===== config.mk =====
export PLATFORM = sky130hd
export DESIGN_NAME = mult_share_arbiter
export DESIGN_NICKNAME = d
export VERILOG_FILES = /design/src/rtl/mult_share_pkg.sv /design/src/rtl/multiplierArray.sv /design/src/rtl/rr_arbiter.sv /design/src/rtl/mult_share_arbiter.sv
export SDC_FILE = /design/constraint.sdc
export NUM_CORES = 1
export LEC_CHECK = 0
export ABC_AREA = 1
export ABC_CLOCK_PERIOD_IN_PS = 7100
export BUFFER_PORTS_ARGS = -buffer_cell sky130_fd_sc_hd__buf_2
export CORE_ASPECT_RATIO = 1.1
export CORE_MARGIN = 2
export CORE_UTILIZATION = 57
export CTS_BUF_LIST = sky130_fd_sc_hd__clkbuf_4 sky130_fd_sc_hd__clkbuf_8 sky130_fd_sc_hd__clkbuf_16
export CTS_CLUSTER_DIAMETER = 100
export DETAILED_ROUTE_END_ITERATION = 16
export MAX_ROUTING_LAYER = met4
export PLACE_DENSITY = 0.85
export SLEW_MARGIN = 30
export SYNTH_ARGS = -nofsm -noshare
export SYNTH_HDL_FRONTEND = slang
export SYNTH_SLANG_ARGS = --single-unit

===== constraint.sdc =====
create_clock -name clk -period 7.1 [get_ports clk]
set_input_delay 1.42 -clock clk [delete_from_list [all_inputs] [get_ports clk]]
set_output_delay 1.42 -clock clk [all_outputs]
set_load 0.005 [all_outputs]

===== src/rtl/mult_share_pkg.sv =====
// Shared constants and tag type for the shared-multiplier arbiter.
package mult_share_pkg;
  localparam int WIDTH = 8;
  localparam int NREQ  = 4;
  localparam int IDW   = 2;
  localparam int LAT   = 3;

  typedef struct packed {
    logic           valid;
    logic [IDW-1:0] id;
  } tag_t;
endpackage


===== src/rtl/multiplierArray.sv =====
// Pipelined unsigned multiplier, LAT register stages, no reset on the datapath.
module multiplierArray #(
  parameter int WIDTH = 8,
  parameter int LAT   = 3
) (
  input  logic               clk,
  input  logic [WIDTH-1:0]   a,
  input  logic [WIDTH-1:0]   b,
  output logic [2*WIDTH-1:0] y
);
  localparam int PW = 2 * WIDTH;

  logic [LAT-1:0][PW-1:0] p;

  always_ff @(posedge clk) begin
    p[0] <= PW'(a) * PW'(b);
    for (int i = 1; i < LAT; i++) p[i] <= p[i-1];
  end

  assign y = p[LAT-1];
endmodule


===== src/rtl/rr_arbiter.sv =====
// Round-robin one-hot grant; search starts at rr_ptr, pointer moves past each winner.
module rr_arbiter #(
  parameter int NREQ = 4,
  parameter int IDW  = 2
) (
  input  logic            clk,
  input  logic            rst_n,
  input  logic            en,
  input  logic [NREQ-1:0] req,
  output logic [NREQ-1:0] gnt,
  output logic [IDW-1:0]  gnt_id,
  output logic            gnt_any
);
  logic [IDW-1:0] rr_ptr;

  always_comb begin
    logic [IDW:0] s;
    s       = '0;
    gnt     = '0;
    gnt_id  = '0;
    gnt_any = 1'b0;
    for (int k = 0; k < NREQ; k++) begin
      s = {1'b0, rr_ptr} + (IDW+1)'(k);
      if (s >= (IDW+1)'(NREQ)) s = s - (IDW+1)'(NREQ);
      if (en && !gnt_any && req[s[IDW-1:0]]) begin
        gnt[s[IDW-1:0]] = 1'b1;
        gnt_id          = s[IDW-1:0];
        gnt_any         = 1'b1;
      end
    end
  end

  always_ff @(posedge clk or negedge rst_n) begin
    if (!rst_n)       rr_ptr <= '0;
    else if (gnt_any) rr_ptr <= (gnt_id == IDW'(NREQ-1)) ? '0 : gnt_id + IDW'(1);
  end
endmodule


===== src/rtl/mult_share_arbiter.sv =====
// One pipelined multiplier shared by NREQ requesters; a {valid,id} tag pipe
// travels beside the datapath so each product returns with its owner's ID.
module mult_share_arbiter #(
  parameter int WIDTH = mult_share_pkg::WIDTH,
  parameter int NREQ  = mult_share_pkg::NREQ,
  parameter int IDW   = mult_share_pkg::IDW
) (
  input  logic                  clk,
  input  logic                  rst_n,
  input  logic                  en,
  input  logic [NREQ-1:0]       req_valid,
  input  logic [NREQ*WIDTH-1:0] req_a,
  input  logic [NREQ*WIDTH-1:0] req_b,
  output logic [NREQ-1:0]       req_ready,
  output logic                  res_valid,
  output logic [IDW-1:0]        res_id,
  output logic [2*WIDTH-1:0]    res_y,
  output logic                  busy,
  output logic [15:0]           issued_cnt
);
  localparam int LAT = mult_share_pkg::LAT;
  localparam int PW  = 2 * WIDTH;

  typedef struct packed {
    logic           valid;
    logic [IDW-1:0] id;
  } tagw_t;

  logic [NREQ-1:0]  gnt;
  logic [IDW-1:0]   gnt_id;
  logic             gnt_any;
  logic [WIDTH-1:0] mul_a, mul_b;
  logic [PW-1:0]    mul_y, y_hold;
  logic [IDW-1:0]   id_hold;
  tagw_t [LAT:1]    tag_pipe;

  // Gating with rst_n keeps req_ready low while reset is held.
  rr_arbiter #(.NREQ(NREQ), .IDW(IDW)) u_arb (
    .clk     (clk),
    .rst_n   (rst_n),
    .en      (en & rst_n),
    .req     (req_valid),
    .gnt     (gnt),
    .gnt_id  (gnt_id),
    .gnt_any (gnt_any)
  );

  assign req_ready = gnt;

  always_comb begin
    mul_a = '0;
    mul_b = '0;
    for (int i = 0; i < NREQ; i++) begin
      if (gnt[i]) begin
        mul_a = mul_a | req_a[i*WIDTH +: WIDTH];
        mul_b = mul_b | req_b[i*WIDTH +: WIDTH];
      end
    end
  end

  multiplierArray #(.WIDTH(WIDTH), .LAT(LAT)) u_mul (
    .clk (clk),
    .a   (mul_a),
    .b   (mul_b),
    .y   (mul_y)
  );

  always_ff @(posedge clk or negedge rst_n) begin
    if (!rst_n) begin
      tag_pipe   <= '0;
      id_hold    <= '0;
      y_hold     <= '0;
      issued_cnt <= '0;
    end else begin
      tag_pipe[1] <= '{valid: gnt_any, id: gnt_id};
      for (int i = 2; i <= LAT; i++) tag_pipe[i] <= tag_pipe[i-1];
      // Outputs keep the last delivered product while the pipe is empty.
      if (tag_pipe[LAT].valid) begin
        id_hold <= tag_pipe[LAT].id;
        y_hold  <= mul_y;
      end
      if (gnt_any) issued_cnt <= issued_cnt + 16'd1;
    end
  end

  assign res_valid = tag_pipe[LAT].valid;
  assign res_id    = tag_pipe[LAT].valid ? tag_pipe[LAT].id : id_hold;
  assign res_y     = tag_pipe[LAT].valid ? mul_y : y_hold;

  always_comb begin
    busy = gnt_any;
    for (int i = 1; i <= LAT; i++) busy = busy | tag_pipe[i].valid;
  end
endmodule


==> out/metrics.sh, run 1 <==
PLACE.DETAILED.HPWL_UM=9540
DR.PASS1.ITERS=5
REMAINING_DRC_ERRORS=0
TIMING.SETUP.TNS_NS=0
HOLD_WS_NS=0.325
HTREEDEPTH=3
POST_ROUTE_CELLS_DRIVE_ABOVE_1_SHARE_PCT=25.2
WORSTSKEWPAIRLATENCY_NS=0.33
EFFECTIVE_UTILIZATION_AT_FLOORPLAN_PCT=58.9
CELLPOWERDENSITY_nW_PER_UM2=331
SYNTH-ASYNC-RESET-RATIO_PCT=48.4
DIE_WIDTH_UM=103
GRT_USE_MET2_PCT=40.3
CORE_REGION_AREA_UM2=10400
WIRE_PER_INST_UM=12.1
MAX-CAP-VIOLATIONS=0
CTS.REPAIR_TIMING.SETUP_BUFFER_COUNT=0
CRITICAL_PATH.STARTPOINT_TYPE='input port'
FINAL_COUNT_OF_NEGATIVE_SETUP_SLACK_ENDPOINTS=0
CTS_BUFFERS=9
MOST_FREQUENT_CELL_AFTER_SYNTHESIS='sky130_fd_sc_hd__nand2_1'
FINAL_NETS=999
WL_UM=12100
SYNTH.TOP_CELLS.BY_AREA='sky130_fd_sc_hd__dfrtp_1, sky130_fd_sc_hd__dfxtp_1, sky130_fd_sc_hd__nand2_1'
WORST_HOLD_PATH_TYPE='flop to flop'
CP_SLOWEST_CELL='sky130_fd_sc_hd__fa_1'
STATUS='finished clean'
SYNTH_NETS=881
FINAL_HOLD_VIOS=0
BUSIEST_LAYER='met2'
WORST-SLEW-PIN-TRANSITION_NS=0.670
SYNTH_SEQ_AREA_SHARE_PCT=34.0
FLOORPLAN.IO_PINS=111
TIMING.MAX_SLEW.REL_SLACK_PCT=55.4
TIMING.CRITICAL_PATH.FANOUT_MAX=17
VIA_COUNT=4804
GRT_ANTENNA_BEFORE_REPAIR=0
CTS_TREE='built'
CLK_TRANSITION_REPORTED_PATHS_NS=0.06
PLACEMENT_ROWS=39
POSTPLACECELLAREA_UM2=6830
FINAL_WORST_PATH_PERIOD_NEED_NS=6.29
SYNTH.YOSYS.WARNINGS=0
SYNTH_TOP_CELLS_BY_COUNT='sky130_fd_sc_hd__nand2_1, sky130_fd_sc_hd__inv_1, sky130_fd_sc_hd__nor2_1, sky130_fd_sc_hd__dfxtp_1, sky130_fd_sc_hd__dfrtp_1'
MET3_USAGE_GRT_PCT=2.41
POST-PLACE-WS_NS=0.478
GRT_OVERFLOW_TOTAL=0
SLEW_VIOL_FINAL=0
SYNTHFLOPTYPE='sky130_fd_sc_hd__dfxtp_1'
YOSYSTOPAREACELL='sky130_fd_sc_hd__dfrtp_1'
ALL_LAYER_GLOBAL_ROUTING_USAGE_PCT=22.9
NUMBER_OF_FILLERS_IN_THE_FINAL_LAYOUT=850
SYNTH.FF_LATCH_COUNT=93
INITIAL_DRT_MARKERS=152
REQUIRED_NS=7.36
PEAKVDDDROP_V=0.000152
CLK_ROOT_BUFFER_CELL='sky130_fd_sc_hd__clkbuf_16'
DIE_H_UM=113
RSZ_0062_RAISED_AFTER_GLOBAL_ROUTING='no'
POST_SYNTH_EDFFS=0
POST_SYNTH_INST_COUNT=730
DESIGN_AREA_FINAL_UM2=7150
POST-ROUTE-UTIL_PCT=68.5
GRT_PASS1_VIAS=4883
SYNTH_CELL_TYPE_COUNT=31
GLOBAL_ROUTE_WIRE_LENGTH_BEFORE_REPAIR_UM=20900
PORTBUFFERS=110
VIASPERCELL=4.82
CRITICAL-PATH-MAX-STAGE-DELAY_NS=0.52
CRIT_PATH_FREQUENT_CELL='sky130_fd_sc_hd__inv_1'
GP_CONGESTION=0.959
CRITICAL_PATH_CLASS='input port to flop'
DIE_AREA_UM2=11600
ROUTE.ANTENNA.REMAINING_NETS=0
FINAL_MIN_PERIOD_OVER_CLOCK_PERIOD_PCT=88.6
MAXIMUM_NUMBER_OF_PINS_ON_ONE_NET_BEFORE_GLOBAL_ROUTE_REPAIR=46
CTS_HOLD_REPAIR.BUFFERS=0
NUM_ANTENNA_CELLS=0
TIMING.CRITICAL_PATH.ARRIVAL_NS=6.56
CTS_SINK_COUNT=93
SYNTH_TOP_AREA_SHARE_PCT=18.3
POST_CTS_RESIZED=0
FINAL_CLOCK_SKEW_NS=0.00456
SYN-MEAN-INSTANCE-AREA_UM2=8.42
ENDPOINT_KIND='flop'
MAPPEDNETLISTAREA_UM2=6150
LEAKAGE_nW=4.01
CTS_MAX_PATH_BUFFERS=2
WORST_SLACK_NS=0.807
MAX_FREQ_GHz=0.159
MET1_TRACK_DEMAND_OVER_RESOURCE_PCT=27.3
SYNTHTOLAYOUTAREAGROWTH_PCT=16.4
-- layout make-up --
cell class                 count  area (um^2)  share of cell area [%]
clock inverter                 1         8.76                   0.122
clock buffer                  15          312                    4.35
tap                          143          179                    2.50
multi-input combinational    515         3550                    49.7
sequential                    93         2090                    29.2
timing repair buffer         115          588                    8.22
inverter                     114          428                    5.98
-- placed cells by master, fill, tap and decap left out --
| cell type | count |
|---|---|
| sky130_fd_sc_hd__xnor2_1 | 7 |
| sky130_fd_sc_hd__nand2_2 | 28 |
| sky130_fd_sc_hd__buf_4 | 5 |
| sky130_fd_sc_hd__dfrtp_1 | 45 |
| sky130_fd_sc_hd__o22ai_1 | 1 |
| sky130_fd_sc_hd__dfxtp_1 | 48 |
| sky130_fd_sc_hd__clkinv_1 | 1 |
| sky130_fd_sc_hd__inv_2 | 5 |
| sky130_fd_sc_hd__nor2_8 | 1 |
| sky130_fd_sc_hd__nand2_4 | 23 |
| sky130_fd_sc_hd__fa_1 | 36 |
| sky130_fd_sc_hd__nand2_1 | 205 |
| sky130_fd_sc_hd__ha_1 | 44 |
| sky130_fd_sc_hd__clkbuf_16 | 11 |
| sky130_fd_sc_hd__a31oi_1 | 2 |
| sky130_fd_sc_hd__nand3_2 | 5 |
| sky130_fd_sc_hd__nor2_4 | 11 |
| sky130_fd_sc_hd__buf_2 | 110 |
| sky130_fd_sc_hd__nand3_1 | 18 |
| sky130_fd_sc_hd__o21bai_1 | 1 |
| sky130_fd_sc_hd__nand4_1 | 7 |
| sky130_fd_sc_hd__a21oi_1 | 10 |
| sky130_fd_sc_hd__xor2_1 | 20 |
| sky130_fd_sc_hd__nor3_1 | 11 |
| sky130_fd_sc_hd__inv_1 | 108 |
| sky130_fd_sc_hd__nor2_2 | 10 |
| sky130_fd_sc_hd__nand4_4 | 1 |
| sky130_fd_sc_hd__nor4_1 | 3 |
| sky130_fd_sc_hd__inv_6 | 1 |
| sky130_fd_sc_hd__o21ai_0 | 10 |
| sky130_fd_sc_hd__clkbuf_8 | 1 |
| sky130_fd_sc_hd__nor2_1 | 61 |
| sky130_fd_sc_hd__clkbuf_4 | 3 |
-- registers in the layout, indices dropped and copies added, names as in the netlist, named ones only --
signal	count
id_hold	2
y_hold	16
issued_cnt	16
u_mul.y	16
u_mul.p	32
tag_pipe	8
u_arb.rr_ptr	1
res_valid	1
-- logic make-up after synthesis --
kind of cell,synth area share (%)
and+or+nand+nor,31.2
buffers and inverters,8.26
DFF,34.0
adders and majority gates,20.7
xor gates and xnor gates,3.85
AOI/OAI and AO/OA,2.06
-- layer usage --
layer | part of all wire (%) | wire length [um] | vias up
li1 | - | - | 2441
met1 | 43 | 5210 | 2200
met2 | 51 | 6160 | 147
met3 | 4.5 | 540 | 16
met4 | 1.5 | 184 | 0
met5 | 0 | 0 | -
-- stage by stage --
stage                     instances  power, W
after floorplan                 730   0.00158
after global placement          980   0.00185
after detailed placement        980   0.00188
after CTS                       996   0.00238
after global routing            996   0.00257
final                           996   0.00236
-- power by group --
part           total [W]  switching, W  leakage, nW  internal (W)
Combinational    0.00111      0.000720         2.88      0.000391
Clock           0.000483      0.000181        0.161      0.000303
Sequential      0.000770     0.0000954        0.968      0.000675
Total            0.00236      0.000996         4.01       0.00137
-- worst max-delay path, delay by kind of cell --
| kind | cells | cell delay (ns) |
|---|---|---|
| compound gates | 4 | 0.77 |
| xor+xnor | 1 | 0.15 |
| fa+ha+maj | 5 | 2.37 |
| buf+inv | 7 | 0.51 |
| simple gates | 11 | 1.30 |
-- final timing paths --
| path | to | startpoint | cells past startpoint | slack [ns] |
|---|---|---|---|---|
| setup / recovery | u_mul.p[12] | rst_n | 28 | 0.81 |
| hold / removal | u_mul.y[5] | u_mul.p[21] | 0 | 0.32 |
| setup reg to reg | u_mul.p[12] | flop | 29 | 0.83 |
| hold reg to reg | u_mul.y[5] | u_mul.p[21] | 0 | 0.32 |
| max in group asynchronous | y_hold[10] | rst_n | 2 | 5.51 |
| min in group asynchronous | asynchronous set/reset pin | rst_n | 2 | 1.22 |
Note: power is estimated with default switching activity, not from simulation.
==> run 2: changes to the inputs <==
--- a/config.mk
+++ b/config.mk
@@ -7,7 +7,7 @@
 export LEC_CHECK = 0
 export ABC_AREA = 1
 export ABC_CLOCK_PERIOD_IN_PS = 7100
-export BUFFER_PORTS_ARGS = -buffer_cell sky130_fd_sc_hd__buf_2
+export BUFFER_PORTS_ARGS = -buffer_cell sky130_fd_sc_hd__buf_4
 export CORE_ASPECT_RATIO = 1.1
 export CORE_MARGIN = 2
 export CORE_UTILIZATION = 57
==> out/metrics.sh, run 2 (same netlist as run 1, synthesis figures left out) <==
WIRE_PER_INST_UM=12.4  # +2.0%
HOLD_START='u_mul.p[24]'
RRSETUPSLACK_NS=0.64  # -0.19 ns
CTS_SINK_COUNT=93  # unchanged
ENDPOINT_KIND='flop'
FINAL_CELL_MIX='sky130_fd_sc_hd__nand2_1, sky130_fd_sc_hd__buf_4, sky130_fd_sc_hd__inv_1'
MAX_FREQ_GHz=0.155  # -2.5%
WORST_SLACK_NS=0.645  # -0.163 ns
CRIT_PATH_FREQUENT_CELL='sky130_fd_sc_hd__inv_1'
PLACEMENT_ROWS=39  # unchanged
ROUTE.ANTENNA.REMAINING_NETS=0  # unchanged
REMAINING_DRC_ERRORS=0  # unchanged
POST-PLACE-WS_NS=0.332  # -0.146 ns
DR.PASS1.ITERS=4  # -1
WORSTSKEWPAIRLATENCY_NS=0.33  # about the same
REG2REG_TO='u_mul.p[12]'
GRT_ANTENNA_BEFORE_REPAIR=0  # unchanged
WORST-SLEW-PIN-TRANSITION_NS=0.649  # -0.0202 ns
GLOBAL_ROUTE_WIRE_LENGTH_BEFORE_REPAIR_UM=21100  # +0.92%
TIMING.SETUP.TNS_NS=0  # unchanged
FINAL_MIN_PERIOD_OVER_CLOCK_PERIOD_PCT=90.9  # +2.3 points
HTREEDEPTH=3  # unchanged
NUM_ANTENNA_CELLS=0  # unchanged
GRT_OVERFLOW_TOTAL=0  # unchanged
CLK_ROOT_BUFFER_CELL='sky130_fd_sc_hd__clkbuf_16'
PEAKVDDDROP_V=0.000171  # +12%
CELLPOWERDENSITY_nW_PER_UM2=324  # -1.8%
DIE_WIDTH_UM=103  # unchanged
MIN_TO='u_mul.y[8]'
MAX-CAP-VIOLATIONS=0  # unchanged
DIE_H_UM=113  # unchanged
POST_ROUTE_CELLS_DRIVE_ABOVE_1_SHARE_PCT=25.1  # -0.088 points
LEAKAGE_nW=4.06  # +1.4%
CRITICAL_PATH_CLASS='flop to flop'
REQUIRED_NS=7.37  # about the same
CTS_TREE='built'
CTS_HOLD_REPAIR.BUFFERS=0  # unchanged
PORTBUFFERS=110  # unchanged
CLK_TRANSITION_REPORTED_PATHS_NS=0.06  # about the same
TIMING.CRITICAL_PATH.FANOUT_MAX=17  # unchanged
LARGEST_REGISTER='u_mul.p'
VIASPERCELL=4.83  # +0.12%
POST_CTS_RESIZED=0  # unchanged
ALL_LAYER_GLOBAL_ROUTING_USAGE_PCT=23.4  # +0.46 points
CP_SLOWEST_CELL='sky130_fd_sc_hd__dfrtp_1'
LARGEST_REGISTER_FFS=32  # unchanged
TIMING.CRITICAL_PATH.ARRIVAL_NS=6.72  # +0.16 ns
FINAL_COUNT_OF_NEGATIVE_SETUP_SLACK_ENDPOINTS=0  # unchanged
WORST_REG2REG_PATH_DEPTH=29  # unchanged
CTS_BUFFERS=9  # unchanged
SLEW_VIOL_FINAL=0  # unchanged
WL_UM=12300  # +1.9%
MAXIMUM_NUMBER_OF_PINS_ON_ONE_NET_BEFORE_GLOBAL_ROUTE_REPAIR=46  # unchanged
CRITICAL_PATH.STARTPOINT_TYPE='flop'
GP_CONGESTION=0.918  # -4.3%
CORE_REGION_AREA_UM2=10400  # unchanged
FINAL_HOLD_VIOS=0  # unchanged
INITIAL_DRT_MARKERS=161  # +5.9%
PLACE.DETAILED.HPWL_UM=9800  # +2.8%
GRT_PASS1_VIAS=4782  # -2.1%
FLOORPLAN.IO_PINS=111  # unchanged
RSZ_0062_RAISED_AFTER_GLOBAL_ROUTING='no'
WORSTPATHBUFFERINVERTERCOUNT=7  # unchanged
FINAL_NETS=998  # -0.10%
WORSTHOLDPATHCELLS=0  # unchanged
FINAL_CLOCK_SKEW_NS=0.00216  # -0.00240 ns
TIMING.MAX_SLEW.REL_SLACK_PCT=56.7  # +1.3 points
FINAL_WORST_PATH_PERIOD_NEED_NS=6.46  # +0.163 ns
TIMING.CRITICAL_PATH.MAX_DELAY_FAMILY='adder cells'
CTS.REPAIR_TIMING.SETUP_BUFFER_COUNT=0  # unchanged
CTS_MAX_PATH_BUFFERS=2  # unchanged
VIA_COUNT=4805  # +0.021%
CRITICAL-PATH-MAX-STAGE-DELAY_NS=0.61  # +0.09 ns
SYNTHTOLAYOUTAREAGROWTH_PCT=20.3
FINAL_COMMON_CELL='sky130_fd_sc_hd__nand2_1'
STATUS='finished clean'
DIE_AREA_UM2=11600  # unchanged
WORST_HOLD_PATH_TYPE='flop to flop'
HOLD_WS_NS=0.325  # -0.000147 ns
EFFECTIVE_UTILIZATION_AT_FLOORPLAN_PCT=58.9  # unchanged
## run 2: power breakdown
part / leakage [nW] / internal, W / switching, W
clock network: 0.147 / 0.000267 / 0.000190
registers: 0.968 / 0.000675 / 0.0000972
logic: 2.95 / 0.000440 / 0.000732
## run 2: cell type report
type                            count  area, um^2
Timing Repair Buffer              114         856
Fill cell                         845        3050
Sequential cell                    93        2090
Multi-Input combinational cell    515        3550
Tap cell                          143         179
Clock buffer                       11         264
Inverter                          114         428
Clock inverter                      5        31.3
## run 2: layer usage
metal	part of all wire, %	global-route usage, %	up-vias	wire length (um)
met5	0	-	-	0
li1	-	-	2442	-
met3	4.0	2.41	22	488
met4	2.1	8.95	0	253
met1	45	29.1	2193	5500
met2	49	39.0	148	6080
## run 2: per-stage QoR
step | total power, W | std cells | area (um^2) | utilization, %
2_1_floorplan | 0.00158 | 730 | 6150 | -
3_3_place_gp | 0.00191 | 979 | 7100 | 68.0
3_5_place_dp | 0.00194 | 979 | 7100 | 68.0
4_1_cts | 0.00241 | 995 | 7400 | 70.8
5_1_grt | 0.00260 | 995 | 7400 | 70.8
6_report | 0.00240 | 995 | 7400 | 70.8
## run 2: worst max-delay path by stage
stage | endpoint | cells after the start | from
3_3_place_gp | u_mul.p[12] | 28 | rst_n
4_1_cts | u_mul.p[12] | 29 | flop
2_1_floorplan | u_mul.p[12] | 27 | req_valid[1]
3_5_place_dp | u_mul.p[12] | 28 | rst_n
6_report | u_mul.p[12] | 29 | flop
5_1_grt | u_mul.p[12] | 29 | flop
==> run 3: changes to the inputs <==
--- a/config.mk
+++ b/config.mk
@@ -5,7 +5,6 @@
 export SDC_FILE = /design/constraint.sdc
 export NUM_CORES = 1
 export LEC_CHECK = 0
-export ABC_AREA = 1
 export ABC_CLOCK_PERIOD_IN_PS = 7100
 export BUFFER_PORTS_ARGS = -buffer_cell sky130_fd_sc_hd__buf_4
 export CORE_ASPECT_RATIO = 1.1
@@ -20,3 +19,4 @@
 export SYNTH_ARGS = -nofsm -noshare
 export SYNTH_HDL_FRONTEND = slang
 export SYNTH_SLANG_ARGS = --single-unit
+export TNS_END_PERCENT = 20
==> out/metrics.sh, run 3 <==
CELLPOWERDENSITY_nW_PER_UM2=267  # -18%
FINAL_COUNT_OF_NEGATIVE_SETUP_SLACK_ENDPOINTS=0  # unchanged
LEAKAGE_nW=3.64  # -10%
MAX-CAP-VIOLATIONS=0  # unchanged
TIMING.CRITICAL_PATH.ARRIVAL_NS=7.06  # +0.34 ns
PLACEMENT_ROWS=39  # unchanged
REG2REG_TO='u_mul.p[15]'
CTS_SINK_COUNT=93  # unchanged
FINAL_WORST_PATH_PERIOD_NEED_NS=6.80  # +0.343 ns
POST_ROUTE_CELLS_DRIVE_ABOVE_1_SHARE_PCT=33.9  # +8.7 points
POST_SYNTH_EDFFS=0  # unchanged
SYNTHTOLAYOUTAREAGROWTH_PCT=24.0
GP_CONGESTION=0.936  # +2.0%
PORTBUFFERS=110  # unchanged
RRSETUPSLACK_NS=0.49  # -0.15 ns
MAX_FREQ_GHz=0.147  # -5.0%
REMAINING_DRC_ERRORS=0  # unchanged
PEAKVDDDROP_V=0.000155  # -9.3%
TIMING.MAX_SLEW.REL_SLACK_PCT=47.3  # -9.4 points
VIASPERCELL=5.28  # +9.3%
GLOBAL_ROUTE_WIRE_LENGTH_BEFORE_REPAIR_UM=21600  # +2.2%
CORE_REGION_AREA_UM2=10300  # -0.93%
FINAL_MIN_PERIOD_OVER_CLOCK_PERIOD_PCT=95.7  # +4.8 points
CTS_TREE='built'
VIA_COUNT=4466  # -7.1%
PLACE.DETAILED.HPWL_UM=10300  # +4.9%
DIE_H_UM=112  # -1.0%
REQUIRED_NS=7.36  # about the same
SYNTH_SEQ_AREA_SHARE_PCT=34.7  # +0.75 points
DESIGN_POWER_TOTAL_W=0.00199  # -17%
EFFECTIVE_UTILIZATION_AT_FLOORPLAN_PCT=58.1  # -0.73 points
FINAL_CLOCK_SKEW_NS=0.00449  # +0.00233 ns
FINAL_NETS=849  # -15%
WIRE_PER_INST_UM=15.2  # +23%
LAUNCHING_INSTANCE_OR_PORT_OF_THE_CRITICAL_PATH='req_valid[2]'
CLK_TRANSITION_REPORTED_PATHS_NS=0.06  # about the same
CP_SLOWEST_CELL='sky130_fd_sc_hd__mux4_2'
MAPPEDNETLISTAREA_UM2=6010  # -2.2%
FLOORPLAN.IO_PINS=111  # unchanged
WORST_REG2REG_PATH_DEPTH=26  # -10%
WL_UM=12900  # +4.6%
FINAL_CELL_MIX='sky130_fd_sc_hd__buf_4, sky130_fd_sc_hd__inv_1, sky130_fd_sc_hd__and2_1'
CTS_MAX_PATH_BUFFERS=2  # unchanged
TIMING.CRITICAL_PATH.FANOUT_MAX=10  # -7
YOSYSTOPAREACELL='sky130_fd_sc_hd__dfrtp_1'
CRITICAL_PATH.STARTPOINT_TYPE='input port'
SYNTH.FF_LATCH_COUNT=93  # unchanged
POSTPLACECELLAREA_UM2=7090  # -0.16%
POST-PLACE-WS_NS=-0.143  # -0.475 ns
MOST_FREQUENT_CELL_AFTER_SYNTHESIS='sky130_fd_sc_hd__inv_1'
GRT_PASS1_VIAS=4553  # -4.8%
FINAL_HOLD_VIOS=0  # unchanged
WORSTSKEWPAIRLATENCY_NS=0.33  # about the same
STATUS='finished clean'
WORST-SLEW-PIN-TRANSITION_NS=0.791  # +0.141 ns
SYNTHFLOPTYPE='sky130_fd_sc_hd__dfxtp_1'
DIE_AREA_UM2=11400  # -2.1%
MAXIMUM_NUMBER_OF_PINS_ON_ONE_NET_BEFORE_GLOBAL_ROUTE_REPAIR=47  # +2.2%
SYNTH_TOP_CELLS_BY_COUNT='sky130_fd_sc_hd__inv_1, sky130_fd_sc_hd__and2_1, sky130_fd_sc_hd__dfxtp_1, sky130_fd_sc_hd__dfrtp_1, sky130_fd_sc_hd__ha_1'
INITIAL_DRT_MARKERS=137  # -15%
HOLD_WS_NS=0.326  # +0.00128 ns
ROUTE.ANTENNA.REMAINING_NETS=0  # unchanged
LARGEST_REGISTER='u_mul.p'
WORSTREG2REGSTART='u_arb.rr_ptr[1]'
SYNTH_NETS=720  # -18%
LARGEST_REGISTER_FFS=32  # unchanged
DR.PASS1.ITERS=6  # +2
HTREEDEPTH=3  # unchanged
SYN-MEAN-INSTANCE-AREA_UM2=10.6  # +26%
WORST_HOLD_PATH_TYPE='flop to flop'
CLK_ROOT_BUFFER_CELL='sky130_fd_sc_hd__clkbuf_16'
SYNTH-ASYNC-RESET-RATIO_PCT=48.4  # unchanged
SYNTH_CELL_TYPE_COUNT=54  # +74%
ENDPOINT_KIND='flop'
SYNTH_TOP_AREA_SHARE_PCT=18.7  # +0.40 points
FINAL_COMMON_CELL='sky130_fd_sc_hd__buf_4'
NUM_ANTENNA_CELLS=0  # unchanged
ALL_LAYER_GLOBAL_ROUTING_USAGE_PCT=24.4  # +1.0 points
SYNTH.YOSYS.WARNINGS=0  # unchanged
POST_SYNTH_INST_COUNT=569  # -22%
RSZ_0062_RAISED_AFTER_GLOBAL_ROUTING='no'
SLEW_VIOL_FINAL=0  # unchanged
WORST_SLACK_NS=0.302  # -0.343 ns
SYNTH.TOP_CELLS.BY_AREA='sky130_fd_sc_hd__dfrtp_1, sky130_fd_sc_hd__dfxtp_1, sky130_fd_sc_hd__fa_1'
CRITICAL_PATH_CLASS='input port to flop'
GRT_OVERFLOW_TOTAL=0  # unchanged
GRT_ANTENNA_BEFORE_REPAIR=0  # unchanged
DIE_WIDTH_UM=102  # -1.0%
CTS_BUFFERS=9  # unchanged
CRITICAL-PATH-MAX-STAGE-DELAY_NS=0.55  # -0.06 ns
CRIT_END='u_mul.p[15]'
DESIGN_AREA_FINAL_UM2=7460  # +0.81%
-- run 3: cell types whose count changed after synthesis, sizes merged, moves of 13 or more --
cell and change:
nand2 -223, o21ai +63, nor2 -61, inv -57
and2 +54, mux2 +20, xor2 -14, xnor2 +13
-- run 3: worst min-delay path by stage --
stage | from | end | slack (ns) | depth (start not counted)
4_1_cts | u_mul.p[6] | u_mul.p[22] | 0.33 | 0
5_1_grt | u_mul.p[26] | u_mul.y[10] | 0.33 | 0
2_1_floorplan | u_mul.p[0] | u_mul.p[16] | 0.31 | 0
6_report | u_mul.p[6] | u_mul.p[22] | 0.33 | 0
3_5_place_dp | u_mul.p[6] | u_mul.p[22] | 0.31 | 0
3_3_place_gp | u_mul.p[31] | u_mul.y[15] | 0.31 | 0
-- run 3: what timing repair did --
item,CTS,global route
setup buffers,0,0
gates resized for setup,0,9
setup endpoints to repair,0,4
hold buffers,0,0
-- run 3: kinds of logic (layout without fill, tap and decap cells) --
| group | after synthesis | count (layout) | share of synthesized area, % |
|---|---|---|---|
| adders and majority gates | 80 | 80 | 21.1 |
| AOI/OAI and AO/OA | 106 | 106 | 12.6 |
| buffers and inverters | 73 | 207 | 5.64 |
| muxes | 28 | 28 | 5.49 |
| and+or+nand+nor | 163 | 163 | 16.6 |
| DFF | 93 | 93 | 34.7 |
| xor gates and xnor gates | 26 | 26 | 3.79 |
-- run 3: routing by layer --
layer / routed length (um) / up-vias / GRT usage, %
met4: 233 / 0 / 7.02
met1: 5450 / 2114 / 30.2
met3: 558 / 19 / 2.82
met5: 0 / - / -
li1: - / 2169 / -
met2: 6650 / 164 / 41.9
-- run 3: worst max-delay path: cells and delay by family --
kind	cells	cell delay [ns]
fa+ha+maj	5	2.38
xor+xnor	1	0.15
simple gates	5	0.76
buf+inv	6	0.57
mux	1	0.55
compound gates	7	1.24
-- run 3: cell type report --
type / count / area (um^2)
Multi-Input combinational cell: 403 / 3630
Clock inverter: 6 / 68.8
Sequential cell: 93 / 2090
Clock buffer: 10 / 250
Tap cell: 143 / 179
Timing Repair Buffer: 135 / 1030
Inverter: 56 / 210
Fill cell: 756 / 2890
-- run 3: report_power, final --
| group | switching [W] | internal [W] | total (W) |
|---|---|---|---|
| Clock | 0.000191 | 0.000296 | 0.000487 |
| Sequential | 0.0000631 | 0.000640 | 0.000703 |
| Combinational | 0.000430 | 0.000373 | 0.000803 |
| Total | 0.000685 | 0.00131 | 0.00199 |
-- run 3: through the flow --
step	std cells	util [%]	TNS, ns
after global placement	830	68.5	0
after global routing	846	72.1	0
after floorplan	569	-	0
final	846	72.1	0
after detailed placement	830	68.5	-0.280
after CTS	846	71.6	0
